<file path="src/rtl/seg_pkg.sv">
// Shared constants for the multiplexed seven-segment display.
// Holds the active-high hex glyphs (bit 6 = G ... bit 0 = A), the blank glyph
// and the digit-slot state encoding.
package seg_pkg;

  typedef enum logic [0:0] {
    StOn    = 1'b0,
    StBlank = 1'b1
  } slot_state_e;

  localparam logic [6:0] GlyphBlank = 7'h00;
  localparam logic [6:0] Glyph0     = 7'h3F;
  localparam logic [6:0] Glyph1     = 7'h06;
  localparam logic [6:0] Glyph2     = 7'h5B;
  localparam logic [6:0] Glyph3     = 7'h4F;
  localparam logic [6:0] Glyph4     = 7'h66;
  localparam logic [6:0] Glyph5     = 7'h6D;
  localparam logic [6:0] Glyph6     = 7'h7D;
  localparam logic [6:0] Glyph7     = 7'h07;
  localparam logic [6:0] Glyph8     = 7'h7F;
  localparam logic [6:0] Glyph9     = 7'h6F;
  localparam logic [6:0] GlyphA     = 7'h77;
  localparam logic [6:0] GlyphB     = 7'h7C;  // lowercase b
  localparam logic [6:0] GlyphC     = 7'h39;
  localparam logic [6:0] GlyphD     = 7'h5E;  // lowercase d
  localparam logic [6:0] GlyphE     = 7'h79;
  localparam logic [6:0] GlyphF     = 7'h71;

endpackage

</file>
<file path="src/rtl/hex_glyph_decoder.sv">
// Registered hex-to-seven-segment decoder.
// Ports: clk_i / rst_ni (async active-low), nibble_i (hex digit),
//        glyph_o (active-high G..A glyph, one cycle after nibble_i).
module hex_glyph_decoder
  import seg_pkg::*;
(
  input  logic       clk_i,
  input  logic       rst_ni,
  input  logic [3:0] nibble_i,
  output logic [6:0] glyph_o
);

  logic [6:0] glyph_d, glyph_q;

  always_comb begin
    glyph_d = GlyphBlank;
    unique case (nibble_i)
      4'h0: glyph_d = Glyph0;
      4'h1: glyph_d = Glyph1;
      4'h2: glyph_d = Glyph2;
      4'h3: glyph_d = Glyph3;
      4'h4: glyph_d = Glyph4;
      4'h5: glyph_d = Glyph5;
      4'h6: glyph_d = Glyph6;
      4'h7: glyph_d = Glyph7;
      4'h8: glyph_d = Glyph8;
      4'h9: glyph_d = Glyph9;
      4'hA: glyph_d = GlyphA;
      4'hB: glyph_d = GlyphB;
      4'hC: glyph_d = GlyphC;
      4'hD: glyph_d = GlyphD;
      4'hE: glyph_d = GlyphE;
      4'hF: glyph_d = GlyphF;
    endcase
  end

  always_ff @(posedge clk_i or negedge rst_ni) begin
    if (!rst_ni) begin
      glyph_q <= GlyphBlank;
    end else begin
      glyph_q <= glyph_d;
    end
  end

  assign glyph_o = glyph_q;

endmodule

</file>
<file path="src/rtl/multi_digit_display.sv">
// Multiplexed hex display driver with shadow/display double buffering,
// leading-zero blanking and PWM brightness.
// Ports: i_clk, i_rst_n (async active-low); i_data/i_dp captured on i_load into
// a shadow register, committed at the frame boundary; i_blank_lz, i_brightness
// shape the output; o_segments (G..A), o_dp, o_digit_en (one-hot), o_pending.
// Pipeline: display register / digit index -> stage 1 (glyph + qualifiers)
// -> output register with polarity, i.e. two cycles to the pins.
module multi_digit_display
  import seg_pkg::*;
#(
  parameter int unsigned NUM_DIGITS       = 4,
  parameter int unsigned CLK_HZ           = 48_000_000,
  parameter int unsigned SCAN_HZ          = 1000,
  parameter int unsigned ON_TICKS         = 3,
  parameter bit          SEG_ACTIVE_LOW   = 1'b1,
  parameter bit          DIGIT_ACTIVE_LOW = 1'b0
) (
  input  logic                    i_clk,
  input  logic                    i_rst_n,
  input  logic [4*NUM_DIGITS-1:0] i_data,
  input  logic [NUM_DIGITS-1:0]   i_dp,
  input  logic                    i_load,
  input  logic                    i_blank_lz,
  input  logic [3:0]              i_brightness,
  output logic [6:0]              o_segments,
  output logic                    o_dp,
  output logic [NUM_DIGITS-1:0]   o_digit_en,
  output logic                    o_pending
);

  localparam int unsigned Prescale = CLK_HZ / SCAN_HZ;
  localparam int unsigned PreW     = (Prescale > 1) ? $clog2(Prescale) : 1;
  localparam int unsigned IdxW     = (NUM_DIGITS > 1) ? $clog2(NUM_DIGITS) : 1;
  localparam int unsigned OnW      = (ON_TICKS > 1) ? $clog2(ON_TICKS) : 1;

  localparam logic [6:0]            SegOff   = {7{SEG_ACTIVE_LOW}};
  localparam logic [NUM_DIGITS-1:0] DigitOff = {NUM_DIGITS{DIGIT_ACTIVE_LOW}};

  // Scan prescaler
  logic [PreW-1:0] presc_d, presc_q;
  logic            tick;

  assign tick = (presc_q == '0);

  always_comb begin
    presc_d = tick ? PreW'(Prescale - 1) : presc_q - 1'b1;
  end

  // Digit slot FSM
  slot_state_e     state_d, state_q;
  logic [IdxW-1:0] idx_d, idx_q;
  logic [OnW-1:0]  on_cnt_d, on_cnt_q;
  logic            idx_last;
  logic            slot_on;
  logic            frame_end;

  assign idx_last = (idx_q == IdxW'(NUM_DIGITS - 1));

  always_comb begin
    state_d  = state_q;
    idx_d    = idx_q;
    on_cnt_d = on_cnt_q;
    if (tick) begin
      unique case (state_q)
        StOn: begin
          if (on_cnt_q == OnW'(ON_TICKS - 1)) begin
            state_d  = StBlank;
            on_cnt_d = '0;
          end else begin
            on_cnt_d = on_cnt_q + 1'b1;
          end
        end
        StBlank: begin
          state_d = StOn;
          idx_d   = idx_last ? '0 : idx_q + 1'b1;
        end
        default: state_d = StOn;
      endcase
    end
  end

  always_comb begin
    slot_on   = (state_q == StOn);
    // Tick that wraps the index back to digit 0: the only safe commit point.
    frame_end = tick && (state_q == StBlank) && idx_last;
  end

  // Shadow and display registers
  logic [4*NUM_DIGITS-1:0] shadow_d, shadow_q, disp_d, disp_q;
  logic [NUM_DIGITS-1:0]   sdp_d, sdp_q, ddp_d, ddp_q;
  logic                    pending_d, pending_q;

  always_comb begin
    shadow_d  = shadow_q;
    sdp_d     = sdp_q;
    disp_d    = disp_q;
    ddp_d     = ddp_q;
    pending_d = pending_q;
    if (i_load) begin
      shadow_d  = i_data;
      sdp_d     = i_dp;
      pending_d = 1'b1;
    end
    // Committing shadow_d lets a load on the commit tick go straight through.
    if (frame_end) begin
      disp_d    = shadow_d;
      ddp_d     = sdp_d;
      pending_d = 1'b0;
    end
  end

  // Current digit selection and leading-zero detection
  logic [3:0]            cur_nibble;
  logic                  cur_dp;
  logic [NUM_DIGITS-1:0] cur_onehot;
  logic                  upper_zero;
  logic                  lz_blank;

  always_comb begin
    cur_nibble = '0;
    cur_dp     = 1'b0;
    cur_onehot = '0;
    upper_zero = 1'b1;
    lz_blank   = 1'b0;
    // Walk from the most significant digit down; upper_zero holds while all
    // nibbles seen so far (including this one) are zero.
    for (int k = int'(NUM_DIGITS) - 1; k >= 0; k--) begin
      upper_zero = upper_zero && (disp_q[4*k +: 4] == 4'h0);
      if (idx_q == IdxW'(k)) begin
        cur_nibble    = disp_q[4*k +: 4];
        cur_dp        = ddp_q[k];
        cur_onehot[k] = 1'b1;
        lz_blank      = (k != 0) && upper_zero;
      end
    end
    lz_blank = lz_blank && i_blank_lz;
  end

  // PWM and stage-1 qualifiers
  logic [3:0]            pwm_d, pwm_q;
  logic                  pwm_on;
  logic [NUM_DIGITS-1:0] en_s1_d, en_s1_q;
  logic                  seg_lit_s1_d, seg_lit_s1_q;
  logic                  dp_lit_s1_d, dp_lit_s1_q;
  logic [6:0]            glyph;

  always_comb begin
    pwm_d        = pwm_q + 4'd1;
    pwm_on       = (pwm_q < i_brightness);
    en_s1_d      = slot_on ? cur_onehot : '0;
    seg_lit_s1_d = slot_on && pwm_on && !lz_blank;
    dp_lit_s1_d  = slot_on && pwm_on && cur_dp;
  end

  hex_glyph_decoder u_decoder (
    .clk_i    (i_clk),
    .rst_ni   (i_rst_n),
    .nibble_i (cur_nibble),
    .glyph_o  (glyph)
  );

  // Output register, polarity applied here only
  logic [6:0]            seg_out_d, seg_out_q;
  logic                  dp_out_d, dp_out_q;
  logic [NUM_DIGITS-1:0] en_out_d, en_out_q;

  always_comb begin
    seg_out_d = (seg_lit_s1_q ? glyph : GlyphBlank) ^ SegOff;
    dp_out_d  = dp_lit_s1_q ^ SEG_ACTIVE_LOW;
    en_out_d  = en_s1_q ^ DigitOff;
  end

  always_ff @(posedge i_clk or negedge i_rst_n) begin
    if (!i_rst_n) begin
      presc_q      <= PreW'(Prescale - 1);
      state_q      <= StOn;
      idx_q        <= '0;
      on_cnt_q     <= '0;
      shadow_q     <= '0;
      sdp_q        <= '0;
      disp_q       <= '0;
      ddp_q        <= '0;
      pending_q    <= 1'b0;
      pwm_q        <= '0;
      en_s1_q      <= '0;
      seg_lit_s1_q <= 1'b0;
      dp_lit_s1_q  <= 1'b0;
      seg_out_q    <= SegOff;
      dp_out_q     <= SEG_ACTIVE_LOW;
      en_out_q     <= DigitOff;
    end else begin
      presc_q      <= presc_d;
      state_q      <= state_d;
      idx_q        <= idx_d;
      on_cnt_q     <= on_cnt_d;
      shadow_q     <= shadow_d;
      sdp_q        <= sdp_d;
      disp_q       <= disp_d;
      ddp_q        <= ddp_d;
      pending_q    <= pending_d;
      pwm_q        <= pwm_d;
      en_s1_q      <= en_s1_d;
      seg_lit_s1_q <= seg_lit_s1_d;
      dp_lit_s1_q  <= dp_lit_s1_d;
      seg_out_q    <= seg_out_d;
      dp_out_q     <= dp_out_d;
      en_out_q     <= en_out_d;
    end
  end

  assign o_segments = seg_out_q;
  assign o_dp       = dp_out_q;
  assign o_digit_en = en_out_q;
  assign o_pending  = pending_q;

endmodule

</file>
<file path="config.mk">
export PLATFORM = sky130hd
export DESIGN_NAME = multi_digit_display
export DESIGN_NICKNAME = d
export VERILOG_FILES = /design/src/rtl/seg_pkg.sv /design/src/rtl/hex_glyph_decoder.sv /design/src/rtl/multi_digit_display.sv
export SDC_FILE = /design/constraint.sdc
export NUM_CORES = 1
export LEC_CHECK = 0
export ABC_AREA = 1
export CAP_MARGIN = 0
export CORE_MARGIN = 1
export CORE_UTILIZATION = 25
export CTS_CLUSTER_DIAMETER = 60
export CTS_CLUSTER_SIZE = 40
export DETAILED_ROUTE_END_ITERATION = 10
export MAX_ROUTING_LAYER = met4
export PLACE_DENSITY_LB_ADDON = 0.3
export SLEW_MARGIN = 20
export SYNTH_ARGS = -nofsm -noshare
export SYNTH_HDL_FRONTEND = slang
export SYNTH_SLANG_ARGS = --single-unit
export TNS_END_PERCENT = 20
</file>
<file path="constraint.sdc">
create_clock -name i_clk -period 3.9 [get_ports i_clk]
set_input_delay 0.39 -clock i_clk [delete_from_list [all_inputs] [get_ports i_clk]]
set_output_delay 0.39 -clock i_clk [all_outputs]
set_load 0.01 [all_outputs]
</file>
==> out/qor.csv, run 1 <==
metric,value,unit
Routed met2 length,3580,um
CTS Buf Count,9,
"Slew Viols, Final",0,
DRC Markers,0,
PortBufs,40,
critical path required time,4.14,ns
Overall Global Routing Usage,11.4,%
iteration-0 DRC count of the detailed router,129,
Comb power frac,4.4,%
Via Count,3058,
status,completed,
Mapped Area,0.00412,mm^2
Internal,0.00160,W
"Area growth, synth to finish",23.0,%
routability cong.,0.852,
first-pass GRT wire length,14300,um
cell row count,46,
Final Setup Violations,0,
post-layout min period,2.21,ns
Synth area leader,dfrtp_1,
Top Ports,41,
Design Power,0.00203,W
power per cell area,400,mW/mm^2
"Arr. time, crit path",2.45,ns
DRT Wirelength,8220,um
initial antenna violation count,0,
fmax,0.452,GHz
"top cells by area, synth","dfrtp_1 43%, nand2_1 18%, dfstp_2 13%",
dpl cells,724,
crit path max fanout,7,
setup TNS,0,ns
"Hold Vio Cnt, Final",0,
cts hold-fix bufs,0,
WL per Instance,11.1,um
nets,564,
Flop pwr share,48.1,%
Max VDD drop,220,uV
top routing layer used,met4,
#FFs+latches synth,91,
share of layout cells above drive strength 1,10.3,%
die width,130,um
post-cts sizing count,0,
critical path class,reg -> reg,
synth warn,0,
die footprint,0.0170,mm^2
DR pass1 iterations,4,
Clock Skews,0.00737,ns
Critical Path End Type,flip-flop,
vias in the first global route,3066,
Initial Util,25.7,%
RSZ-0062 raised after global routing,no,
Sw Pwr,0.000430,W
htree depth,3,
Yosys top cell area share,42.6,%
Sw Share,21.2,%
Hold Crit Class,in -> async,
post-CTS setup buffer count,0,
Startpoint Class,flip-flop,
final hold slack,0.163,ns
clock latency on the worst-skew pair,0.35,ns
Syn Inst Count,476,
WL met3,299,um
Root Driver,clkbuf_16,
vias per cell,4.13,
CTS Buffer Depth,2,
clk sinks,91,
clock share of power,47.4,%
core box area,0.0160,mm^2
filler cell count,1765,
clock-pin slew on the worst setup and hold paths,0.06,ns
fin crit share,56.7,%
ANT nets after route,0,
CTS tree,yes,
MaxCap Viol Count,0,
P_leak,2.49,nW
actual slew at the worst max-slew pin,0.869,ns
"Avg Cell Area, Syn",8.65,um^2
fin cells,740,
Slew HR,42.1,%
total congestion overflow,0,
pin count of the biggest net entering global routing,71,
"Distinct cells, synth",28,
HPWL after DPL,5910,um
Die Span Y,130,um
n_diodes,0,
post-synthesis sequential area ratio,56.0,%
syn nets,521,
met1 WL,4100,um
## worst paths after layout
kind                                   from  cells after the start  slack [ns]              endpoint
worst min-delay path                i_rst_n                      1        0.16  u_decoder.glyph_o[0]
min in group i_clk              en_out_d[2]                      0        0.35         o_digit_en[2]
worst min register to register  en_out_d[2]                      0        0.35         o_digit_en[2]
worst max register to register     idx_q[0]                     11        1.69  u_decoder.glyph_o[3]
max in group asynchronous           i_rst_n                      2        2.86           presc_q[12]
worst max-delay path               idx_q[0]                     11        1.69  u_decoder.glyph_o[3]
## per-stage QoR
stage / util, % / setup WS, ns / area [um^2]
after floorplan: - / 1.93 / 4120
after global placement: 29.5 / 1.80 / 4730
after detailed placement: 29.5 / 1.70 / 4730
after CTS: 31.6 / 1.70 / 5060
after global routing: 31.6 / 1.47 / 5060
final: 31.6 / 1.69 / 5060
## layer usage
layer,vias up,track usage [%]
met3,16,2.50
met1,1419,14.4
li1,1574,-
met2,49,16.7
met5,-,-
met4,0,6.91
## cell usage in the layout, fill, tap and decap left out
master           instances
clkbuf_16                9
nand4_1                  4
nor2_4                   2
nand3b_1                 2
or2_2                    1
bufinv_16                2
o31ai_1                  1
inv_1                   38
o21ai_0                 18
clkinv_2                 1
nand3_1                 28
nand2_1                198
clkdlybuf4s50_1         39
a21boi_0                 1
nor3_4                   1
nand3_2                  1
a21oi_1                 12
dfstp_2                 21
inv_8                    1
nand2_2                  3
xor2_1                   2
dfrtp_1                 70
nor2_2                   3
xnor2_1                  2
clkbuf_8                 1
nor2_1                  36
buf_4                    3
nand2_4                  1
inv_2                    2
o211ai_1                 2
inv_6                    2
ha_1                    17
## cell usage after synthesis, drive strengths merged
cell type    n
nor3         1
xnor2        2
buf          7
or2          1
o31ai        1
a21boi       1
clkbuf       3
xor2         2
nand3       29
inv         40
nand2      202
dfrtp       70
nand3b       2
a21oi       12
nor2        41
nand4        4
dfstp       21
o21ai       18
ha          17
o211ai       2
## cells by family after synthesis
| logic type | share of synthesized area, % |
|---|---|
| buffers and inverters | 5.38 |
| adder cells (fa/ha/maj) | 5.17 |
| AO/OA/AOI/OAI | 4.38 |
| XOR/XNOR | 0.851 |
| flip-flops | 56.0 |
| AND/OR/NAND/NOR | 28.2 |
## final cells by class
type / instances / area (um^2) / area share, %
well taps: 216 / 270 / 5.34
clock buffers: 10 / 239 / 4.72
repair buffers: 42 / 413 / 8.16
flip-flops and latches: 91 / 2300 / 45.5
multi-input cells: 335 / 1590 / 31.4
inverters: 40 / 150 / 2.97
clock inverters: 6 / 93.8 / 1.85
## flip-flops by register name (all words and copies together) (netlist names), 2 cells and up
name	cells
o_segments	7
u_decoder.glyph_o	7
disp_q	16
idx_q	2
on_cnt_q	2
sdp_q	4
ddp_q	4
pwm_q	4
en_out_d	4
presc_q	16
shadow_q	16
o_digit_en	4
## power by group through the flow
stage	clock [W]	sequential [W]	combinational, W
after floorplan	0	0.000993	0.0000275
after global placement	0	0.000992	0.0000907
after detailed placement	0	0.000992	0.0000932
after CTS	0.000991	0.000975	0.0000932
after global routing	0.00103	0.000977	0.000103
final	0.000961	0.000975	0.0000894
## worst max-delay path, stage by stage, from the launching register on
cell     delay (ns)
dfrtp_1        0.40
inv_1          0.12
ha_1           0.29
inv_1          0.14
or2_2          0.29
nand2_1        0.21
inv_1          0.12
ha_1           0.28
nand3_1        0.10
nand2_1        0.06
nand2_1        0.05
nand2_1        0.05
No activity file was read; power rests on OpenSTA's default activity.
==> inputs of run 2 (changes only) <==
Clock period 3.9 ns to 1.8 ns, I/O delays scaled along.
==> run 2 against run 1 <==
  * Combinational power is 130% higher
  * Largest cell class unchanged
  * Setup slack worse by 1.6 ns
  * Critical endpoint is now u_decoder.glyph_o[6]
  * Cell count is 3.5% higher
  * Utilization is 2.9 points higher
  * Highest routed layer unchanged
==> out/qor.csv, run 2 (same netlist as run 1, synthesis figures left out) <==
metric,value,unit,change
DR pass1 iterations,4,,unchanged
"Arr. time, crit path",1.99,ns,-0.46 ns
fin area,0.00552,mm^2,+9.1%
Via Count,3163,,+3.4%
met1 usage,14.9,%,+0.51 points
clk sinks,91,,unchanged
Root Driver,clkbuf_16,,
Final Setup Violations,0,,unchanged
most used routing layer,met2,,
RSZ-0062 raised after global routing,yes,,
MaxCap Viol Count,0,,unchanged
htree depth,3,,unchanged
fin crit share,97.7,%,+41 points
"Slew Viols, Final",0,,unchanged
Reg area,0.00230,mm^2,about the same
PortBufs,40,,unchanged
cells on worst reg2reg path,11,,unchanged
DP Area,0.00493,mm^2,+4.2%
Die Span Y,130,um,unchanged
area of the multi-input gates,0.00179,mm^2,+13%
Slew HR,60.4,%,+18 points
Sw Share,20.4,%,-0.79 points
DRC Markers,0,,unchanged
met2 Use GR,17.5,%,+0.78 points
"Hold Vio Cnt, Final",0,,unchanged
most frequent cells in the layout,"191 x nand2_1, 69 x dfrtp_1, 39 x clkdlybuf4s50_1",,
HPWL after DPL,6380,um,+8.0%
initial antenna violation count,0,,unchanged
pin count of the biggest net entering global routing,38,,-46%
dpl cells,743,,+2.6%
status,completed,,
die footprint,0.0170,mm^2,unchanged
crit path max fanout,6,,-1
CTS tree,yes,,
core box area,0.0160,mm^2,unchanged
Internal,0.00349,W,+120%
clock-pin slew on the worst setup and hold paths,0.06,ns,about the same
Top Ports,41,,unchanged
Hold Crit Class,in -> async,,
fmax,0.569,GHz,+26%
CTS Buf Count,9,,unchanged
critical path class,reg -> reg,,
nets,590,,+4.6%
Critical Path End Type,flip-flop,,
DRT Wirelength,8740,um,+6.4%
Sw Pwr,0.000897,W,+110%
share of layout cells above drive strength 1,20.5,%,+10 points
vias per cell,4.13,,about the same
vias in the first global route,3126,,+2.0%
Comb power frac,4.6,%,+0.2 points
Startpoint Class,flip-flop,,
critical path required time,2.03,ns,-2.11 ns
iteration-0 DRC count of the detailed router,123,,-4.7%
Design Power,0.00439,W,+120%
n_diodes,0,,unchanged
clock latency on the worst-skew pair,0.35,ns,about the same
WL per Instance,11.4,um,+2.7%
post-layout min period,1.76,ns,-0.453 ns
Flop pwr share,48.2,%,about the same
Clock Skews,0.00883,ns,+0.00145 ns
ANT nets after route,0,,unchanged
met3 usage,2.95,%,+0.45 points
fin cells,766,,+3.5%
"Area growth, synth to finish",34.2,%,
CTS Buffer Depth,2,,unchanged
total congestion overflow,0,,unchanged
Initial Util,25.7,%,unchanged
first-pass GRT wire length,14700,um,+2.7%
actual slew at the worst max-slew pin,0.594,ns,-0.275 ns
filler cell count,1696,,-3.9%
die width,130,um,unchanged
Overall Global Routing Usage,11.5,%,+0.11 points
routability cong.,0.841,,-1.3%
"Core Util, Final",34.5,%,+2.9 points
power per cell area,795,mW/mm^2,+99%
clock share of power,47.2,%,-0.2 points
Max VDD drop,453,uV,+110%
cell row count,46,,unchanged
P_leak,2.64,nW,+6.0%
"commonest non-fill, non-tap cell in the layout",nand2_1,,
Regs by FF count,"disp_q: 16 flops, presc_q: 16 flops, shadow_q: 16 flops",,
## run 2: path summary, 6_finish.rpt
kind / to / slack [ns] / startpoint
hold reg to reg: o_digit_en[3] / 0.35 / en_out_d[3]
max in group asynchronous: presc_q[11] / 0.88 / i_rst_n
setup reg to reg: u_decoder.glyph_o[6] / 0.04 / idx_q[1]
hold / removal: u_decoder.glyph_o[0] / 0.34 / i_rst_n
min in group i_clk: o_digit_en[3] / 0.35 / en_out_d[3]
setup / recovery: u_decoder.glyph_o[6] / 0.04 / idx_q[1]
## run 2: cell type report
class	count	share of cell area, %
well taps	216	4.89
repair buffers	68	12.0
clock inverters	5	1.54
multi-input cells	335	32.4
clock buffers	11	4.58
inverters	40	2.85
flip-flops and latches	91	41.7
## run 2: layer usage
metal / wire [um] / vias to the layer above
met3: 268 / 7
met1: 4240 / 1484
met4: 97 / 0
met5: 0 / -
met2: 4140 / 45
li1: - / 1627
## run 2: timing repair
item | CTS | global route
setup endpoints to repair | 7 | 7
hold endpoints to repair | 24 | 0
hold buffers | 1 | 0
pin swaps | 4 | 14
setup buffers | 2 | 4
gates resized for setup | 6 | 43
## run 2: through the flow
step / setup WS (ns) / setup TNS [ns] / hold slack [ns]
after floorplan: 0.00591 / 0 / -0.116
after global placement: -0.0587 / -0.0771 / 0.186
after detailed placement: -0.108 / -0.376 / 0.188
after CTS: 0.00340 / 0 / 0.349
after global routing: -0.0540 / -0.269 / 0.351
final: 0.0413 / 0 / 0.343
## run 2: power groups by stage
stage	combinational, W	clock (W)	sequential (W)
global route	0.000234	0.00221	0.00212
finish	0.000204	0.00207	0.00211
global placement	0.000207	0	0.00215
floorplan	0.0000595	0	0.00215
detailed placement	0.000211	0	0.00215
CTS	0.000212	0.00213	0.00211
## run 2: worst max-delay path, stage by stage (launching register included)
cell and delay (ns):
dfrtp_1 0.42, buf_6 0.14, ha_4 0.17, nand2_1 0.11
nand3_4 0.10, a21oi_4 0.22, ha_4 0.17, inv_1 0.04
nand3_2 0.08, nand2_1 0.05, nor2_1 0.10, nor2_1 0.05
